$ cat src/rtl/spi_target_if.sv
// Pin and register-bus bundle for spi_target: SPI pins toward the initiator,
// byte-wide register bus toward the local register file.
interface spi_target_if;
    logic       spi_sclk;
    logic       spi_cs_n;
    logic       spi_mosi;
    logic       spi_miso;
    logic       spi_miso_oe;
    logic [6:0] reg_addr;
    logic [7:0] reg_wdata;
    logic       reg_we;
    logic       reg_re;
    logic [7:0] reg_rdata;

    // The target: samples SPI pins and rdata, drives MISO and the register strobes.
    modport slave (
        input  spi_sclk,
        input  spi_cs_n,
        input  spi_mosi,
        input  reg_rdata,
        output spi_miso,
        output spi_miso_oe,
        output reg_addr,
        output reg_wdata,
        output reg_we,
        output reg_re
    );

    // The environment: SPI initiator plus register file responder.
    modport master (
        output spi_sclk,
        output spi_cs_n,
        output spi_mosi,
        output reg_rdata,
        input  spi_miso,
        input  spi_miso_oe,
        input  reg_addr,
        input  reg_wdata,
        input  reg_we,
        input  reg_re
    );
endinterface

$ cat src/rtl/spi_target.sv
// SPI mode-0 target bridging an oversampled SPI frame (command byte + data bytes,
// auto-incrementing 7-bit address) onto a byte-wide register bus in the clk24 domain.
module spi_target (
    input  logic         i_clk24,
    input  logic         i_reset,
    spi_target_if.slave  io_bus
);

    typedef enum logic [1:0] {StIdle, StCmd, StWdata, StRdata} state_t;

    // Pin synchronisers are deliberately unreset so that a reset cannot fake a cs_n high.
    logic [2:0] r_sclk_sync;
    logic [1:0] r_cs_sync;
    logic [1:0] r_mosi_sync;

    always_ff @(posedge i_clk24) begin
        r_sclk_sync <= {r_sclk_sync[1:0], io_bus.spi_sclk};
        r_cs_sync   <= {r_cs_sync[0], io_bus.spi_cs_n};
        r_mosi_sync <= {r_mosi_sync[0], io_bus.spi_mosi};
    end

    logic       w_cs_n;
    logic       w_mosi;
    logic       w_rise;
    logic       w_fall;
    logic [7:0] w_rx_byte;

    state_t     r_state;
    logic       r_armed;
    logic [6:0] r_addr;
    logic [2:0] r_bit_cnt;
    logic [7:0] r_rx_sr;
    logic [7:0] r_tx_byte;
    logic       r_rd_pend;
    logic       r_miso;
    logic       r_miso_oe;
    logic [6:0] r_reg_addr;
    logic [7:0] r_reg_wdata;
    logic       r_reg_we;
    logic       r_reg_re;

    assign w_cs_n    = r_cs_sync[1];
    assign w_mosi    = r_mosi_sync[1];
    assign w_rise    = r_sclk_sync[1] & ~r_sclk_sync[2];
    assign w_fall    = ~r_sclk_sync[1] & r_sclk_sync[2];
    assign w_rx_byte = {r_rx_sr[6:0], w_mosi};

    always_ff @(posedge i_clk24) begin
        if (i_reset) begin
            r_state     <= StIdle;
            r_armed     <= 1'b0;
            r_addr      <= 7'h00;
            r_bit_cnt   <= 3'd0;
            r_rx_sr     <= 8'h00;
            r_tx_byte   <= 8'h00;
            r_rd_pend   <= 1'b0;
            r_miso      <= 1'b0;
            r_miso_oe   <= 1'b0;
            r_reg_addr  <= 7'h00;
            r_reg_wdata <= 8'h00;
            r_reg_we    <= 1'b0;
            r_reg_re    <= 1'b0;
        end else begin
            r_reg_we  <= 1'b0;
            r_reg_re  <= 1'b0;
            r_rd_pend <= r_reg_re;
            r_miso_oe <= ~w_cs_n;
            if (r_rd_pend) begin
                r_tx_byte <= io_bus.reg_rdata;
            end

            if (w_cs_n) begin
                // Deselect aborts any partial byte; a new frame needs cs_n seen high first.
                r_state   <= StIdle;
                r_armed   <= 1'b1;
                r_bit_cnt <= 3'd0;
                r_miso    <= 1'b0;
            end else begin
                case (r_state)
                    StIdle: begin
                        if (r_armed) begin
                            r_state   <= StCmd;
                            r_bit_cnt <= 3'd0;
                            r_rx_sr   <= 8'h00;
                            r_tx_byte <= 8'h00;
                            r_miso    <= 1'b0;
                        end
                    end
                    default: begin
                        if (w_rise) begin
                            r_rx_sr   <= w_rx_byte;
                            r_bit_cnt <= r_bit_cnt + 3'd1;
                            if (r_bit_cnt == 3'd7) begin
                                case (r_state)
                                    StCmd: begin
                                        r_addr <= w_rx_byte[6:0];
                                        if (w_rx_byte[7]) begin
                                            r_reg_addr <= w_rx_byte[6:0];
                                            r_reg_re   <= 1'b1;
                                            r_state    <= StRdata;
                                        end else begin
                                            r_state <= StWdata;
                                        end
                                    end
                                    StWdata: begin
                                        r_reg_addr  <= r_addr;
                                        r_reg_wdata <= w_rx_byte;
                                        r_reg_we    <= 1'b1;
                                        r_addr      <= r_addr + 7'd1;
                                    end
                                    default: begin
                                        // Prefetch the next address so it is ready at the byte boundary.
                                        r_addr     <= r_addr + 7'd1;
                                        r_reg_addr <= r_addr + 7'd1;
                                        r_reg_re   <= 1'b1;
                                    end
                                endcase
                            end
                        end else if (w_fall) begin
                            r_miso <= r_tx_byte[3'd7 - r_bit_cnt];
                        end
                    end
                endcase
            end
        end
    end

    assign io_bus.spi_miso    = r_miso;
    assign io_bus.spi_miso_oe = r_miso_oe;
    assign io_bus.reg_addr    = r_reg_addr;
    assign io_bus.reg_wdata   = r_reg_wdata;
    assign io_bus.reg_we      = r_reg_we;
    assign io_bus.reg_re      = r_reg_re;

endmodule

$ cat src/flat_wrapper.sv
// flat-port wrapper written by rule: the top's interface ports become plain ports
module spi_target_flat 
  (i_clk24, i_reset, io_bus_spi_sclk, io_bus_spi_cs_n, io_bus_spi_mosi, io_bus_reg_rdata, io_bus_spi_miso, io_bus_spi_miso_oe, io_bus_reg_addr, io_bus_reg_wdata, io_bus_reg_we, io_bus_reg_re);
  spi_target_if io_bus_i ();
  input  logic i_clk24;
  input  logic i_reset;
  input wire logic [$bits(io_bus_i.spi_sclk)-1:0] io_bus_spi_sclk;
  input wire logic [$bits(io_bus_i.spi_cs_n)-1:0] io_bus_spi_cs_n;
  input wire logic [$bits(io_bus_i.spi_mosi)-1:0] io_bus_spi_mosi;
  input wire logic [$bits(io_bus_i.reg_rdata)-1:0] io_bus_reg_rdata;
  output wire logic [$bits(io_bus_i.spi_miso)-1:0] io_bus_spi_miso;
  output wire logic [$bits(io_bus_i.spi_miso_oe)-1:0] io_bus_spi_miso_oe;
  output wire logic [$bits(io_bus_i.reg_addr)-1:0] io_bus_reg_addr;
  output wire logic [$bits(io_bus_i.reg_wdata)-1:0] io_bus_reg_wdata;
  output wire logic [$bits(io_bus_i.reg_we)-1:0] io_bus_reg_we;
  output wire logic [$bits(io_bus_i.reg_re)-1:0] io_bus_reg_re;
  assign io_bus_i.spi_sclk = io_bus_spi_sclk;
  assign io_bus_i.spi_cs_n = io_bus_spi_cs_n;
  assign io_bus_i.spi_mosi = io_bus_spi_mosi;
  assign io_bus_i.reg_rdata = io_bus_reg_rdata;
  assign io_bus_spi_miso = io_bus_i.spi_miso;
  assign io_bus_spi_miso_oe = io_bus_i.spi_miso_oe;
  assign io_bus_reg_addr = io_bus_i.reg_addr;
  assign io_bus_reg_wdata = io_bus_i.reg_wdata;
  assign io_bus_reg_we = io_bus_i.reg_we;
  assign io_bus_reg_re = io_bus_i.reg_re;
  spi_target u_core (.i_clk24(i_clk24), .i_reset(i_reset), .io_bus(io_bus_i));
endmodule
$ cat config.mk
export PLATFORM = sky130hd
export DESIGN_NAME = spi_target_flat
export DESIGN_NICKNAME = d
export VERILOG_FILES = /design/src/rtl/spi_target_if.sv /design/src/rtl/spi_target.sv /design/src/flat_wrapper.sv
export SDC_FILE = /design/constraint.sdc
export NUM_CORES = 1
export LEC_CHECK = 0
export BUFFER_PORTS_ARGS = -buffer_cell sky130_fd_sc_hd__buf_2
export CAP_MARGIN = 10
export CORE_MARGIN = 2
export CORE_UTILIZATION = 30
export CTS_CLUSTER_SIZE = 40
export DETAILED_ROUTE_END_ITERATION = 8
export GPL_TIMING_DRIVEN = 0
export PLACE_DENSITY_LB_ADDON = 0.3
export SLEW_MARGIN = 5
export SYNTH_ARGS = -nofsm -noshare
export SYNTH_HDL_FRONTEND = slang
export SYNTH_SLANG_ARGS = --single-unit
$ cat constraint.sdc
create_clock -name i_clk24 -period 3.75 [get_ports i_clk24]
set_input_delay 0.1875 -clock i_clk24 [delete_from_list [all_inputs] [get_ports i_clk24]]
set_output_delay 0.1875 -clock i_clk24 [all_outputs]
set_load 0.01 [all_outputs]
* Yosys cells after proc, flatten, opt, wreduce, memory -nomap -nowiden
Index checks and enable logic that the tools add are counted.
** Word-level totals
- Output and inout port bits :: 19
- Register bits after elaboration :: 55
** Cells by class
- Add/subtract/negate cells :: 3
- Order comparisons :: 1
- Bitwise gates (word level) :: 8
- Mux-type cells :: 28
- Eq/ne operators :: 6
- Reductions and logical operators :: 14
** Operators by type and width (number)
- $mux 7 :: 5
- $mux 8 :: 4
- $pmux 7 s2 :: 1
- $mux 2 :: 5
- $reduce_and 5->1 :: 2
- $mux 3 :: 3
- $mux 1 :: 8
- $reduce_and 4->1 :: 2
- $reduce_bool 2->1 :: 4
- $add 7x1->7 const B :: 1
- $not 1->1 :: 6
- $reduce_and 3->1 :: 2
- $reduce_or 5->1 :: 1
- $lt 3x4->1 const B :: 1
- $ne 2x1->1 const B :: 2
- $add 3x1->3 const B :: 1
- $bmux 1 s3 :: 1
- $eq 3x3->1 const B :: 1
- $sub 3x3->3 const A :: 1
- $and 1x1->1 :: 2
- $eq 2x1->1 const B :: 1
- $eq 2x2->1 const B :: 1
- $logic_not 2->1 :: 1
- $ne 2x2->1 const B :: 1
- other kinds (3) :: 3

* Longest topological paths before layout
- Word-level depth :: 6
- Gate-level depth with buffers :: 8

* Worst setup path before layout
OpenSTA, ideal clock, no wires.
- Path type :: register -> register
- Start :: register u_core.r_state[0]
- End :: register u_core.r_reg_addr[1], in the netlist u_core.io_bus.reg_addr[1]
- Stages on the path, launching flop included :: 8
- Path buffers :: 1
- Clock period less this slack :: 1.809 ns
- Arrival :: 1.738 ns
- Setup slack :: 1.941 ns
- Path through :: dfxtp_1 inv_1 ha_1 nor4b_4 buf_6 nand3b_4 or3_1 a21oi_1
** Between the ends
- Cells in the longest elaborated chain, start to end :: 3
** RTL lines
- start, declared :: line spi_target.sv:28 : state_t r_state;
- start signal, assigned :: line spi_target.sv:50 : r_state <= StIdle;
- start signal, assigned :: line spi_target.sv:74 : r_state <= StIdle;
- start signal, assigned :: line spi_target.sv:82 : r_state <= StCmd;
- $eq 2x1->1 or $logic_not 2->1 (tied branches) :: line spi_target.sv:94, spi_target.sv:79
- $ne 2x1->1 (no line) or $not 1->1 (tied branches)
- $reduce_and 5->1 (no line)
- end signal, assigned :: line spi_target.sv:98 : r_reg_addr <= w_rx_byte[6:0];
- end signal, assigned :: line spi_target.sv:106 : r_reg_addr <= r_addr;
- end signal, assigned :: line spi_target.sv:114 : r_reg_addr <= r_addr + 7'd1;
- end, declared :: line spi_target.sv:37 : logic [6:0] r_reg_addr;
Several ways; a longest one is shown, not always the timed one.
A chain may end at the register's enable or synchronous reset.

* Worst setup path in the final report
- Start :: register u_core.r_state[0]
- End :: register u_core.r_reg_addr[2], in the netlist u_core.io_bus.reg_addr[2]
Same word-level chain as after synthesis.

==> flow_metrics.py <==
metrics = {
    "yosys": {
        "synth_area_um2": 2400,
        "synthArstFlopShare_pct": 0,
        "synth-edff-count": 0,
        "synth_ff_type": "dfxtp_1",
        "ys_warn_count": 0,
        "synth_seq_cells": 55,
        "synth_fp_nets": 278,
        "syn_inst": 257,
        "synth.distinct_cells": 44,
        "avgSynthCellArea_um2": 9.35,
        "ys_seq_area_share_pct": 45.8,
    },
    "cts": {
        "cts_root_buf": "clkbuf_8",
        "clkLatencyLatePin_ns": 0.30,
        "htree_levels": 2,
        "numCtsBuffers": 5,
        "cts_resized": 0,
        "cts_tree": "yes",
        "clk_pin_slew_ns": 0.11,
        "clockBufferDepth": 2,
        "cts_sinks": 55,
    },
    "power": {
        "power_uw": 1010,
        "vdd_ir_drop_max_mv": 0.202,
        "p_leak_uw": 0.00111,
        "p_per_area_nw_per_um2": 358,
    },
    "worst_setup_path": {
        "endpoint": "u_core.io_bus.reg_addr[2]$_SDFFE_PP0P_",
        "required_ns": 3.93,
        "cp_cell_sequence": "inv_1, ha_1, clkbuf_1, clkbuf_1, o21ai_0, a211oi_1, nor3_1",
        "cpMostUsedCell": "clkbuf_1",
        "max_stage_delay_ns": 0.40,
        "r2r_end": "u_core.io_bus.reg_addr[2]$_SDFFE_PP0P_",
        "r2r_cells": 7,
        "crit_start": "u_core.r_state[0]$_SDFFE_PP0P_",
        "r2r-start": "u_core.r_state[0]$_SDFFE_PP0P_",
        "reg2reg_slack_ns": 1.61,
        "crit_fanout": 10,
        "crit_arrival_ns": 2.33,
        "critPathKind": "reg -> reg",
        "critical-path-slowest-cell": "dfxtp_1",
        "start_kind": "register",
        "endpoint_kind": "register",
    },
    "timing": {
        "setup_slack_ns": 1.61,
        "period_needed_ns": 2.14,
        "finalSetupViolCount": 0,
        "rsz0062_at_grt": "no",
        "slew_viol_final": 0,
        "slew_headroom_pct": 48.9,
        "fin_crit_sh_pct": 57.1,
        "hold_viol_final": 0,
        "fin_setup_tns_ns": 0,
        "skew_ns": 0.00868,
        "tightest_slew_ns": 0.748,
        "fmax_ghz": 0.467,
    },
    "route": {
        "drc": 0,
        "num_vias": 1968,
        "drt_wl_total_mm": 5.44,
        "drtIter0Drc": 134,
        "post_drt_wl_per_cell_um": 13.6,
        "dr.pass1.iters": 4,
        "avgViaCountPerCell": 4.91,
        "antenna_left": 0,
    },
    "outcome": {
        "status": "completed",
    },
    "final_layout": {
        "fin_nets": 319,
        "area_growth_pct": 17.1,
        "nFillCells": 813,
        "drive_gt1_share_pct": 18.1,
        "antenna_cells": 0,
    },
    "global_route": {
        "gr-total-overflow": 0,
        "grt_usage_pct": 13.4,
        "grt_pass1_wl_mm": 9.43,
        "grt_pass1_vias": 1889,
        "grt_max_degree": 18,
        "antenna_found_initial": 0,
    },
    "placement": {
        "gp_congestion": 0.846,
        "hpwl_mm": 3.94,
        "numPortBuffers": 31,
        "dp_slack_ns": 1.63,
    },
    "floorplanning": {
        "rows": 32,
        "die_area_um2": 8740,
        "die_h_um": 93.5,
        "die_w_um": 93.5,
        "pin_count": 32,
        "core_um2": 7730,
        "start_util_pct": 31.1,
    },
    "hold_path": {
        "min_path_type": "in -> reg",
    },
    "job": {
        "maxCapViolCount": 0,
    },
}
[metrics by stage]
| step | hold WS, ns | cell area [um^2] | utilization, % | cells |
|---|---|---|---|---|
| final | 0.111 | 2810 | 36.4 | 401 |
| after global routing | 0.0983 | 2810 | 36.4 | 401 |
| after CTS | 0.108 | 2810 | 36.4 | 401 |
| after detailed placement | 0.291 | 2690 | 34.7 | 390 |
| after global placement | 0.290 | 2690 | 34.7 | 390 |
| after floorplan | 0.215 | 2400 | - | 257 |
[flip-flops by register name, summed over array words and instances (netlist names)]
signal / count
u_core.io_bus.spi_miso: 1
u_core.r_state: 2
u_core.r_sclk_sync: 3
u_core.r_rx_sr: 7
u_core.io_bus.reg_we: 1
u_core.r_bit_cnt: 3
u_core.r_rd_pend: 1
u_core.io_bus.reg_addr: 7
u_core.r_armed: 1
u_core.r_mosi_sync: 2
u_core.io_bus.spi_miso_oe: 1
u_core.io_bus.reg_wdata: 8
u_core.r_tx_byte: 8
u_core.r_addr: 7
u_core.io_bus.reg_re: 1
u_core.r_cs_sync: 2
[cell usage after synthesis (2+ instances only)]
master | number | area share [%]
dfxtp_1 | 55 | 46
nor2_1 | 39 | 6.1
mux2i_1 | 21 | 8.7
nand2_1 | 17 | 2.7
o21ai_0 | 13 | 2.7
clkbuf_1 | 12 | 1.9
a21oi_1 | 11 | 2.3
a22oi_1 | 8 | 2.5
ha_1 | 8 | 4.2
inv_1 | 8 | 1.3
nand3_1 | 8 | 1.7
nor3_1 | 6 | 1.3
a211oi_1 | 5 | 1.6
o31ai_1 | 4 | 1.3
a31oi_1 | 3 | 0.78
and3_1 | 3 | 0.78
or3_1 | 3 | 0.78
a31o_2 | 2 | 0.73
and2_1 | 2 | 0.52
mux4_2 | 2 | 1.9
nor2b_1 | 2 | 0.52
o41ai_1 | 2 | 0.73
or3b_2 | 2 | 0.73
[cell families (layout without fill, tap and decap cells)]
family          count (synthesis)  in the layout  synth area share [%]
compound gates                 54             54                  14.5
fa+ha+maj                       8              8                  4.17
buf+inv                        22             64                  3.75
flops                          55             55                  45.8
mux                            24             24                  11.1
simple gates                   94             94                  20.6
[worst min path at each step]
stage,startpoint,to,slack (ns),depth (start not counted)
final,i_reset,u_core.r_rd_pend$_SDFF_PP0_,0.11,2
after global routing,io_bus_reg_rdata[4],u_core.r_tx_byte[4]$_SDFF_PP0_,0.1,3
after CTS,io_bus_reg_rdata[6],u_core.r_tx_byte[6]$_SDFF_PP0_,0.11,3
after detailed placement,io_bus_spi_sclk,u_core.r_sclk_sync[0]$_DFF_P_,0.29,1
after global placement,io_bus_spi_cs_n,u_core.r_cs_sync[0]$_DFF_P_,0.29,1
after floorplan,io_bus_spi_cs_n,u_core.r_cs_sync[0]$_DFF_P_,0.22,0
[worst max-delay path, delay by kind of cell, from the launching register on]
kind / cells / cell delay [ns]
buffers and inverters: 3 / 0.78
AO/OA/AOI/OAI: 2 / 0.50
flip-flops: 1 / 0.40
AND/OR/NAND/NOR: 1 / 0.07
adder cells (fa/ha/maj): 1 / 0.28
[per-layer routing]
metal | GRT usage (%) | vias up | routed length [um]
met2 | 20.4 | 40 | 2400
met3 | 2.01 | 2 | 232
li1 | - | 996 | -
met5 | 0 | - | 0
met4 | 3.31 | 0 | 32
met1 | 19.8 | 930 | 2770
[cells in the final DEF (no fill, tap or decap), types with 8 or more instances in the layout]
| cell type | instances |
|---|---|
| nand2_1 | 17 |
| buf_2 | 31 |
| a21oi_1 | 11 |
| inv_1 | 8 |
| nand3_1 | 8 |
| clkbuf_1 | 12 |
| nor2_1 | 39 |
| a22oi_1 | 8 |
| dfxtp_1 | 55 |
| o21ai_0 | 13 |
| mux2i_1 | 21 |
| ha_1 | 8 |
[report_power, final]
group	internal, uW	total (uW)	switching (uW)
Combinational	22.4	60.9	38.5
Clock	151	350	199
Sequential	590	596	5.61
Total	764	1010	243
[repair_timing]
action | in CTS | in global routing
hold buffers | 3 | 0
setup buffers | 0 | 0
hold endpoints to repair | 3 | 0
[final cells by class]
class / count / area (um^2) / share of cell area [%]
clock buffer: 6 / 82.6 / 2.93
tap: 102 / 128 / 4.54
multi-input combinational: 180 / 1210 / 43.0
inverter: 8 / 30.0 / 1.07
clock inverter: 2 / 16.3 / 0.578
sequential: 55 / 1100 / 39.1
buffer: 14 / 60.1 / 2.13
timing repair buffer: 34 / 185 / 6.58
Power figures use the tool's default switching activity.
